File: src/rtl/fb_port_arbiter_pkg.sv
// Shared definitions for the frame-buffer port arbiter.
// Holds the image geometry, the slot indices, and the row/column to RAM-word
// address helpers shared by the arbiter and its slot timer.
package fb_port_arbiter_pkg;

    localparam int IMG_W   = 320;
    localparam int IMG_H   = 240;
    localparam int DATA_W  = 12;
    localparam int ADDR_W  = 17;
    localparam int SLOTS   = 4;
    localparam int STALL_W = 16;
    localparam int ROW_W   = 8;
    localparam int COL_W   = 9;
    localparam int SLOT_W  = $clog2(SLOTS);

    localparam logic [SLOT_W-1:0] SLOT_VGA  = '0;
    localparam logic [SLOT_W-1:0] SLOT_LAST = SLOT_W'(SLOTS - 1);

    localparam logic [ROW_W-1:0] ROW_LIMIT = ROW_W'(IMG_H);
    localparam logic [COL_W-1:0] COL_LIMIT = COL_W'(IMG_W);

    // Both operands are widened before the multiply so row*IMG_W never wraps.
    function automatic logic [ADDR_W-1:0] xy_to_addr(input logic [ROW_W-1:0] row,
                                                     input logic [COL_W-1:0] col);
        return ADDR_W'(row) * ADDR_W'(IMG_W) + ADDR_W'(col);
    endfunction

    function automatic logic xy_in_range(input logic [ROW_W-1:0] row,
                                         input logic [COL_W-1:0] col);
        return (row < ROW_LIMIT) && (col < COL_LIMIT);
    endfunction

endpackage

File: src/rtl/fb_slot_timer.sv
// Slot timer: divides each pixel period into SLOTS clk slots.
// Ports:
//   clk, rst_n    system clock, asynchronous active-low reset
//   pix_tick      start-of-pixel-period pulse; the clk carrying it is slot 0
//   slot_is_vga   current clk is the reserved VGA read slot
//   slot_is_wr    current clk is one of the writer slots
module fb_slot_timer
    import fb_port_arbiter_pkg::*;
(
    input  logic clk,
    input  logic rst_n,
    input  logic pix_tick,
    output logic slot_is_vga,
    output logic slot_is_wr
);

    logic [SLOT_W-1:0] cnt_q;
    logic [SLOT_W-1:0] slot_cur;

    // pix_tick overrides the running count in the same clk, so an early tick
    // truncates the period instead of waiting for the wrap.
    assign slot_cur    = pix_tick ? SLOT_VGA : cnt_q;
    assign slot_is_vga = (slot_cur == SLOT_VGA);
    assign slot_is_wr  = ~slot_is_vga;

    always_ff @(posedge clk or negedge rst_n) begin
        if (!rst_n) begin
            cnt_q <= '0;
        end else if (slot_cur == SLOT_LAST) begin
            cnt_q <= '0;
        end else begin
            cnt_q <= slot_cur + 1'b1;
        end
    end

endmodule

File: src/rtl/fb_port_arbiter.sv
// Frame-buffer port arbiter: shares the single-port 320x240 RGB444 image RAM
// between the VGA scan-out reader (slot 0 of each pixel period) and the
// masking-engine writer (remaining slots).
// Optional feature macro: VBLANK_WR_EN -- when defined, slot 0 is also given
// to the writer while vga_en is low.
// Ports:
//   clk, rst_n                 system clock, asynchronous active-low reset
//   pix_tick                   start-of-pixel-period pulse
//   vga_en, vga_row, vga_col   VGA read request (inside image window)
//   vga_pixel                  registered pixel back to the VGA path
//   wr_req, wr_row, wr_col,
//   wr_data                    writer request, held stable until wr_ack
//   wr_ack, wr_err             write consumed / write dropped (bad address)
//   ram_addr, ram_we,
//   ram_wdata, ram_rdata       RAM port; ram_rdata arrives 1 clk after ram_addr
//   stall_cnt                  saturating count of clks a request waited
module fb_port_arbiter
    import fb_port_arbiter_pkg::*;
(
    input  logic               clk,
    input  logic               rst_n,
    input  logic               pix_tick,
    input  logic               vga_en,
    input  logic [ROW_W-1:0]   vga_row,
    input  logic [COL_W-1:0]   vga_col,
    output logic [DATA_W-1:0]  vga_pixel,
    input  logic               wr_req,
    input  logic [ROW_W-1:0]   wr_row,
    input  logic [COL_W-1:0]   wr_col,
    input  logic [DATA_W-1:0]  wr_data,
    output logic               wr_ack,
    output logic               wr_err,
    output logic [ADDR_W-1:0]  ram_addr,
    output logic               ram_we,
    output logic [DATA_W-1:0]  ram_wdata,
    input  logic [DATA_W-1:0]  ram_rdata,
    output logic [STALL_W-1:0] stall_cnt
);

    logic slot_is_vga;
    logic slot_is_wr;
    logic wr_slot_ok;
    logic grant;
    logic vga_rd;
    logic rd_pend;
    logic rd_pend_d;

    fb_slot_timer u_slot_timer (
        .clk         (clk),
        .rst_n       (rst_n),
        .pix_tick    (pix_tick),
        .slot_is_vga (slot_is_vga),
        .slot_is_wr  (slot_is_wr)
    );

`ifdef VBLANK_WR_EN
    assign wr_slot_ok = slot_is_wr | (slot_is_vga & ~vga_en);
`else
    assign wr_slot_ok = slot_is_wr;
`endif

    // wr_ack high means a grant went out last clk; the requester has not yet
    // had a chance to move to its next transfer, so it must not be re-granted.
    assign grant  = wr_req & ~wr_ack & wr_slot_ok;
    assign vga_rd = slot_is_vga & vga_en;

    always_ff @(posedge clk or negedge rst_n) begin
        if (!rst_n) begin
            vga_pixel <= '0;
            wr_ack    <= 1'b0;
            wr_err    <= 1'b0;
            ram_addr  <= '0;
            ram_we    <= 1'b0;
            ram_wdata <= '0;
            stall_cnt <= '0;
            rd_pend   <= 1'b0;
            rd_pend_d <= 1'b0;
        end else begin
            ram_we    <= 1'b0;
            wr_ack    <= 1'b0;
            wr_err    <= 1'b0;
            // rd_pend: address on the RAM; rd_pend_d: data on ram_rdata.
            rd_pend   <= vga_rd;
            rd_pend_d <= rd_pend;

            if (vga_rd) begin
                ram_addr <= xy_to_addr(vga_row, vga_col);
            end else if (grant) begin
                wr_ack <= 1'b1;
                if (xy_in_range(wr_row, wr_col)) begin
                    ram_addr  <= xy_to_addr(wr_row, wr_col);
                    ram_we    <= 1'b1;
                    ram_wdata <= wr_data;
                end else begin
                    wr_err <= 1'b1;
                end
            end

            if (slot_is_vga && !vga_en) begin
                vga_pixel <= '0;
            end
            if (rd_pend_d) begin
                vga_pixel <= ram_rdata;
            end

            // The ack clk is not a stall: that request has already been served.
            if (wr_req && !wr_ack && !grant && !(&stall_cnt)) begin
                stall_cnt <= stall_cnt + 1'b1;
            end
        end
    end

endmodule

File: config.mk
export PLATFORM = sky130hd
export DESIGN_NAME = fb_port_arbiter
export DESIGN_NICKNAME = d
export VERILOG_FILES = /design/src/rtl/fb_port_arbiter_pkg.sv /design/src/rtl/fb_slot_timer.sv /design/src/rtl/fb_port_arbiter.sv
export SDC_FILE = /design/constraint.sdc
export NUM_CORES = 1
export LEC_CHECK = 0
export CORE_MARGIN = 3
export CORE_UTILIZATION = 40
export CTS_CLUSTER_DIAMETER = 150
export DETAILED_ROUTE_END_ITERATION = 8
export PLACE_DENSITY = 0.71
export SLEW_MARGIN = 10
export SYNTH_ARGS = -nofsm -noshare
export SYNTH_HDL_FRONTEND = slang
export SYNTH_SLANG_ARGS = --single-unit
export TNS_END_PERCENT = 100
File: constraint.sdc
create_clock -name clk -period 4.52 [get_ports clk]
set_input_delay 0.904 -clock clk [delete_from_list [all_inputs] [get_ports clk]]
set_output_delay 0.904 -clock clk [all_outputs]
set_load 0.05 [all_outputs]
* Yosys cells after proc, flatten, opt, wreduce, memory -nomap -nowiden
Cells that the tools add are included.
** Cells by class
- Eq/ne operators :: 1
- Reductions and logical operators :: 16
- $add $sub $neg :: 4
- $mul :: 2
- Magnitude comparators :: 2
- Bitwise operators :: 6
- Mux-type cells :: 15
** Operators by type and width (count)
- 17-bit two-way mux :: 3
- 17-bit by 9-bit adder with 17-bit output :: 2
- 12-bit two-way mux :: 2
- 8-bit by 3-bit multiplier with 11-bit output (second input constant) :: 2
- 16-bit by 1-bit adder with 16-bit output (second input constant) :: 1
- 16-bit AND reduction :: 1
- 9-bit less-than comparator (second input constant) :: 1
- 8-bit less-than comparator (second input constant) :: 1
- 1-bit two-way mux :: 8
- 2-bit nonzero test :: 3
- 1-bit logical AND :: 5
- 1-bit zero test :: 4
- 2-bit two-way mux :: 2
- 1-bit AND :: 3
- 1-bit NOT :: 3
- 3-bit AND reduction :: 1
- 2-bit by 1-bit adder with 2-bit output (second input constant) :: 1
- 2-bit == test (second input constant) :: 1
- 2-bit zero test :: 1
- 2-bit AND reduction :: 1
** Storage, ports and cells
- Output and inout bits :: 60
- Logic and storage cells :: 56
- Register bits after elaboration :: 64
- Bits of input ports :: 63

* Longest topological paths before layout
- Depth in word-level cells :: 7
- Mapped depth :: 9
- Gate-level depth less buffers :: 9

* By module
A second synthesis with hierarchy kept.
** Unflattened totals
- Cell total of the unflattened synthesis :: 396
- Area, all modules :: 3821.2 µm²
** By module, submodules not included
- fb_port_arbiter :: area each 3723.6 µm², sequential area each 1551.5 µm², cells each 388, instances 1
- fb_slot_timer :: area each 97.6 µm², sequential area each 50.0 µm², cells each 8, instances 1

* Worst setup path after synthesis
OpenSTA, ideal clock, no wires.
- Path type :: input to register
- Start point :: input port vga_row[1]
- End point :: register ram_addr[14]
- Required time :: 4.382 ns
- Arrival time :: 2.918 ns
- Library setup time :: 0.138 ns
- Slack :: 1.465 ns
- Cell stages on the path :: 8
- Cell sequence :: ha_1 > ha_1 > fa_1 > xnor2_1 > or3b_2 > nor3_1 > xor2_1 > o22ai_1
** Between the ends
- Longest elaborated chain between the ends :: 3
** Ends and longest elaborated chain
- start: declaration :: line fb_port_arbiter.sv:24 : input logic [ROW_W-1:0] vga_row,
- 8-bit by 3-bit multiplier with 11-bit output :: line fb_port_arbiter_pkg.sv:25 : return ADDR_W'(row) * ADDR_W'(IMG_W) + ADDR_W'(col);
- 17-bit by 9-bit adder with 17-bit output :: line fb_port_arbiter_pkg.sv:25
- 17-bit two-way mux :: line fb_port_arbiter.sv:86 : if (vga_rd) begin
- end signal: assignment :: line fb_port_arbiter.sv:87 : ram_addr <= xy_to_addr(vga_row, vga_col);
- end signal: assignment :: line fb_port_arbiter.sv:91 : ram_addr <= xy_to_addr(wr_row, wr_col);
- end: declaration :: line fb_port_arbiter.sv:33 : output logic [ADDR_W-1:0] ram_addr,
No other way between the ends.
A chain may end at the register's enable or synchronous reset.

* Worst setup path after layout
- Start point :: input port wr_row[1]
- End point :: register ram_addr[14]
** Between the ends
- Longest elaborated chain between the ends :: 5
- Elaborated cells between the ends (all ways) :: 9
** Ends and longest elaborated chain
- start: declaration :: line fb_port_arbiter.sv:28 : input logic [ROW_W-1:0] wr_row,
- 8-bit by 3-bit multiplier with 11-bit output :: line fb_port_arbiter_pkg.sv:25
- 17-bit by 9-bit adder with 17-bit output :: line fb_port_arbiter_pkg.sv:25
- 17-bit two-way mux :: line fb_port_arbiter.sv:90 : if (xy_in_range(wr_row, wr_col)) begin
- 17-bit two-way mux :: line fb_port_arbiter.sv:88 : end else if (grant) begin
- 17-bit two-way mux :: line fb_port_arbiter.sv:86
Parallel ways exist; a longest one is shown, timed or not. The select of a mux whose other input is x is not followed.

==> impl_results.md <==
* Status: completed
* Core Box Area at between 8000 and 9000 sq um
* Drt drc at 0
* Mux contribution to synthesized area at less than 1%
* Root Buffer: clkbuf_8
* CTS tree: yes
* Tot GR Track Use at 18.8%
* Post-Route Setup TNS at 0 ps
* Port Buf Inserts at 122
* Clock slew at reported path FFs at 70 ps
* Worst skew pair latency at 330 ps
* Leakage at approximately 0.0024 uW
* Total iterations of the first detailed-routing run at 4
* Clock share of power at 22.9%
* I/O Pins at ~120
* Pin count of the biggest net entering global routing at 36
* MaxCap Viol Count at 0
* Final hold vios at 0
* DR WL/cell at 15.8 um
* Vias in the first global route at 3,284
* Internal at around 1400 uW
* Switching Share at 41.5%
* Max layer used: met4
* Net switching power at 1000 uW
* Final Setup Violations at 0
* Crit path cell chain: clkdlybuf4s50_1 -> ha_1 -> ha_1 -> fa_1 -> xor2_1 -> o2111ai_1 -> nor3_2 -> a211oi_1 -> nor3_1 -> o22ai_1
* Sequential share of the synthesized area at 42.5%
* Logic pwr share at 45.1%
* Gp weighted congestion at 0.840
* Post-CTS Setup Inserts at 0
* # H-tree levels at 3
* Async S/R FF share, synth at between 90% and 100%
* FF+latch count, synth at 64
* Post-synthesis cell type count at 55
* Crit. End Element: flop
* Clk buf depth at 2
* # hold bufs at CTS at 0
* GRT Residual Overflow at 0
* Die height at 103 um
* Initial antenna violation count at 0
* Worst-margin pin slew at 908 ps
* Period utilisation layout at 75.1%
* Total Power at about 2400 uW
* Syn_area_per_cell at slightly below 10 sq um
* Met2 WL at 4.72 mm
* Placement Rows at 34
* Post-synthesis cell count at 387
* Die area at 10,600 sq um
* Post-synth EDFFs at 0
* XOR/XNOR share of the synthesized area at 7.20%
* DPL Wire Length at 7.64 mm
* Synth Area in Simple Gates at 18.3%
* Compound-Gate Fraction of Synth Area at 16.0%
* Slowest cell delay on critical path at approximately 450 ps
* Drt first-iter violations at 139
* Layout cells sized above 1 at under 10%
* Synthesized area at about 3800 sq um
* Wire length of the first global-routing pass at 15.8 mm
* Via count at 3,316
* Syn. warnings at 0
* DRT met1 WL at 4.49 mm
* Number of antenna diodes at 0
* Sequential power share at 32.1%
* Worst clock skew at ~7.5 ps
* Slew headroom at around 39%
* Worst path required time at 4730 ps
* Largest delay share family, worst path: adder cells
* Cell Count, Final, Fillers Out at 626
* Setup ws final at 1120 ps
* Prevailing post-synth register cell: dfrtp_1
* Maximum VDD drop at around 0.20 mV
* Crit start category: primary input
* Most frequent CP cell: ha_1
* Largest family of logic cells by synthesized area: simple AND/OR/NAND/NOR gates
* Critical Path AT at 3600 ps
* CTS resizes at 0
* Tightest hold margin at 364 ps
* Mapped Nets at 486
* Fmax achieved at about 300 MHz
* Most common cell after layout, fill and taps aside: clkdlybuf4s50_1
* Minimum clock period at 3400 ps
* Hold Crit Class: flop to flop
* Slew Limit Fails at 0
* Routed Antenna Nets at 0
* Pre-CTS setup slack at about 770 ps
* Syn-to-layout area delta at 41.2%
* CTS buffer count at 9
* RSZ-0062 raised after global routing: false
* Total Wirelength at 9.89 mm
* Most frequent cells in the layout: 121 x clkdlybuf4s50_1, 66 x nand2_1, 64 x dfrtp_1, 32 x ha_1, 26 x nor2_1
* Crit-path slowest cell: clkdlybuf4s50_1
* Clk sink count at 64
* Max FO, Critical Path at 6
* Final #Nets at approximately 610
* Post-Synth Adder-Cell Area at 12.7%
* CP bufs+invs at 1
* Met3 wire length at between 500 and 600 um
* Die width at approximately 100 um
* Placed cells at 610
* Initial Utilization at 42.2%
* Vias/cell at 5.30
* Power per cell area at about 450 nW/um^2
* Classification of the worst setup path: primary input to flop
==> layout make-up <==
cell class / count / area (sq um)
clock inverters: 5 / 78.8
multi-input cells: 294 / 2060
clock buffers: 11 / 141
fillers: 756 / 3610
well taps: 108 / 135
flip-flops and latches: 64 / 1600
inverters: 18 / 67.6
repair buffers: 126 / 1250
==> cell families after synthesis <==
group	Yosys count
fa+ha+maj	36
mux	1
flops	64
buf+inv	29
xor+xnor	31
simple gates	143
compound gates	83
==> final timing paths <==
check                                to  cells past startpoint  slack (ps)                   from
setup / recovery           ram_addr[14]                     10        1120              wr_row[1]
hold / removal                rd_pend_d                      0         360                rd_pend
setup reg to reg            ram_addr[1]                      8        2330  u_slot_timer.cnt_q[0]
hold reg to reg               rd_pend_d                      0         360                rd_pend
max in group asynchronous        wr_err                      2        2970                  rst_n
min in group asynchronous  stall_cnt[8]                      1         650                  rst_n
==> registers in the layout, summed over array words and instances (netlist names) <==
| signal | cells |
|---|---|
| wr_err | 1 |
| wr_ack | 1 |
| ram_we | 1 |
| vga_pixel | 12 |
| u_slot_timer.cnt_q | 2 |
| ram_addr | 17 |
| rd_pend_d | 1 |
| rd_pend | 1 |
| stall_cnt | 16 |
| ram_wdata | 12 |
==> worst register-to-register path: stages (launching register included) <==
cell,delay [ps]
dfrtp_1,350
nand2b_1,60
ha_1,230
nor3b_1,320
nand3_1,140
inv_1,480
buf_4,290
nand2_1,60
a31oi_1,170
==> routing by layer <==
layer	vias up	track usage (%)
li1	1622	-
met4	0	4.98
met5	-	0
met2	99	30.8
met3	12	4.26
met1	1583	25.1
==> cell usage after synthesis (all sizes together) (8+ instances only) <==
cell,instances,area (sq um)
nand2,66,248
dfrtp,64,1600
ha,32,400
nor2,26,97.6
inv,18,67.6
xor2,16,140
xnor2,15,131
a21oi,13,65.1
a22o,12,105
o21ai,12,71.3
nor3,10,60.1
a211oi,9,72.6
nand3,9,55.1
a31oi,8,50.1
clkbuf,8,30.0
==> power groups by stage <==
stage                     clock (uW)  sequential (uW)  combinational [uW]
after floorplan                    0             1180                 303
after detailed placement           0              785                1090
after global routing             590              791                1160
after CTS                        563              774                1090
final                            551              773                1090
after global placement             0              782                1080
==> stage by stage <==
step	cell area, sq um	util, %
5_1_grt	5330	59.6
6_report	5330	59.6
2_1_floorplan	3770	-
3_3_place_gp	5110	57.2
4_1_cts	5330	59.6
3_5_place_dp	5110	57.2
Note: power is estimated with default switching activity, not from simulation.
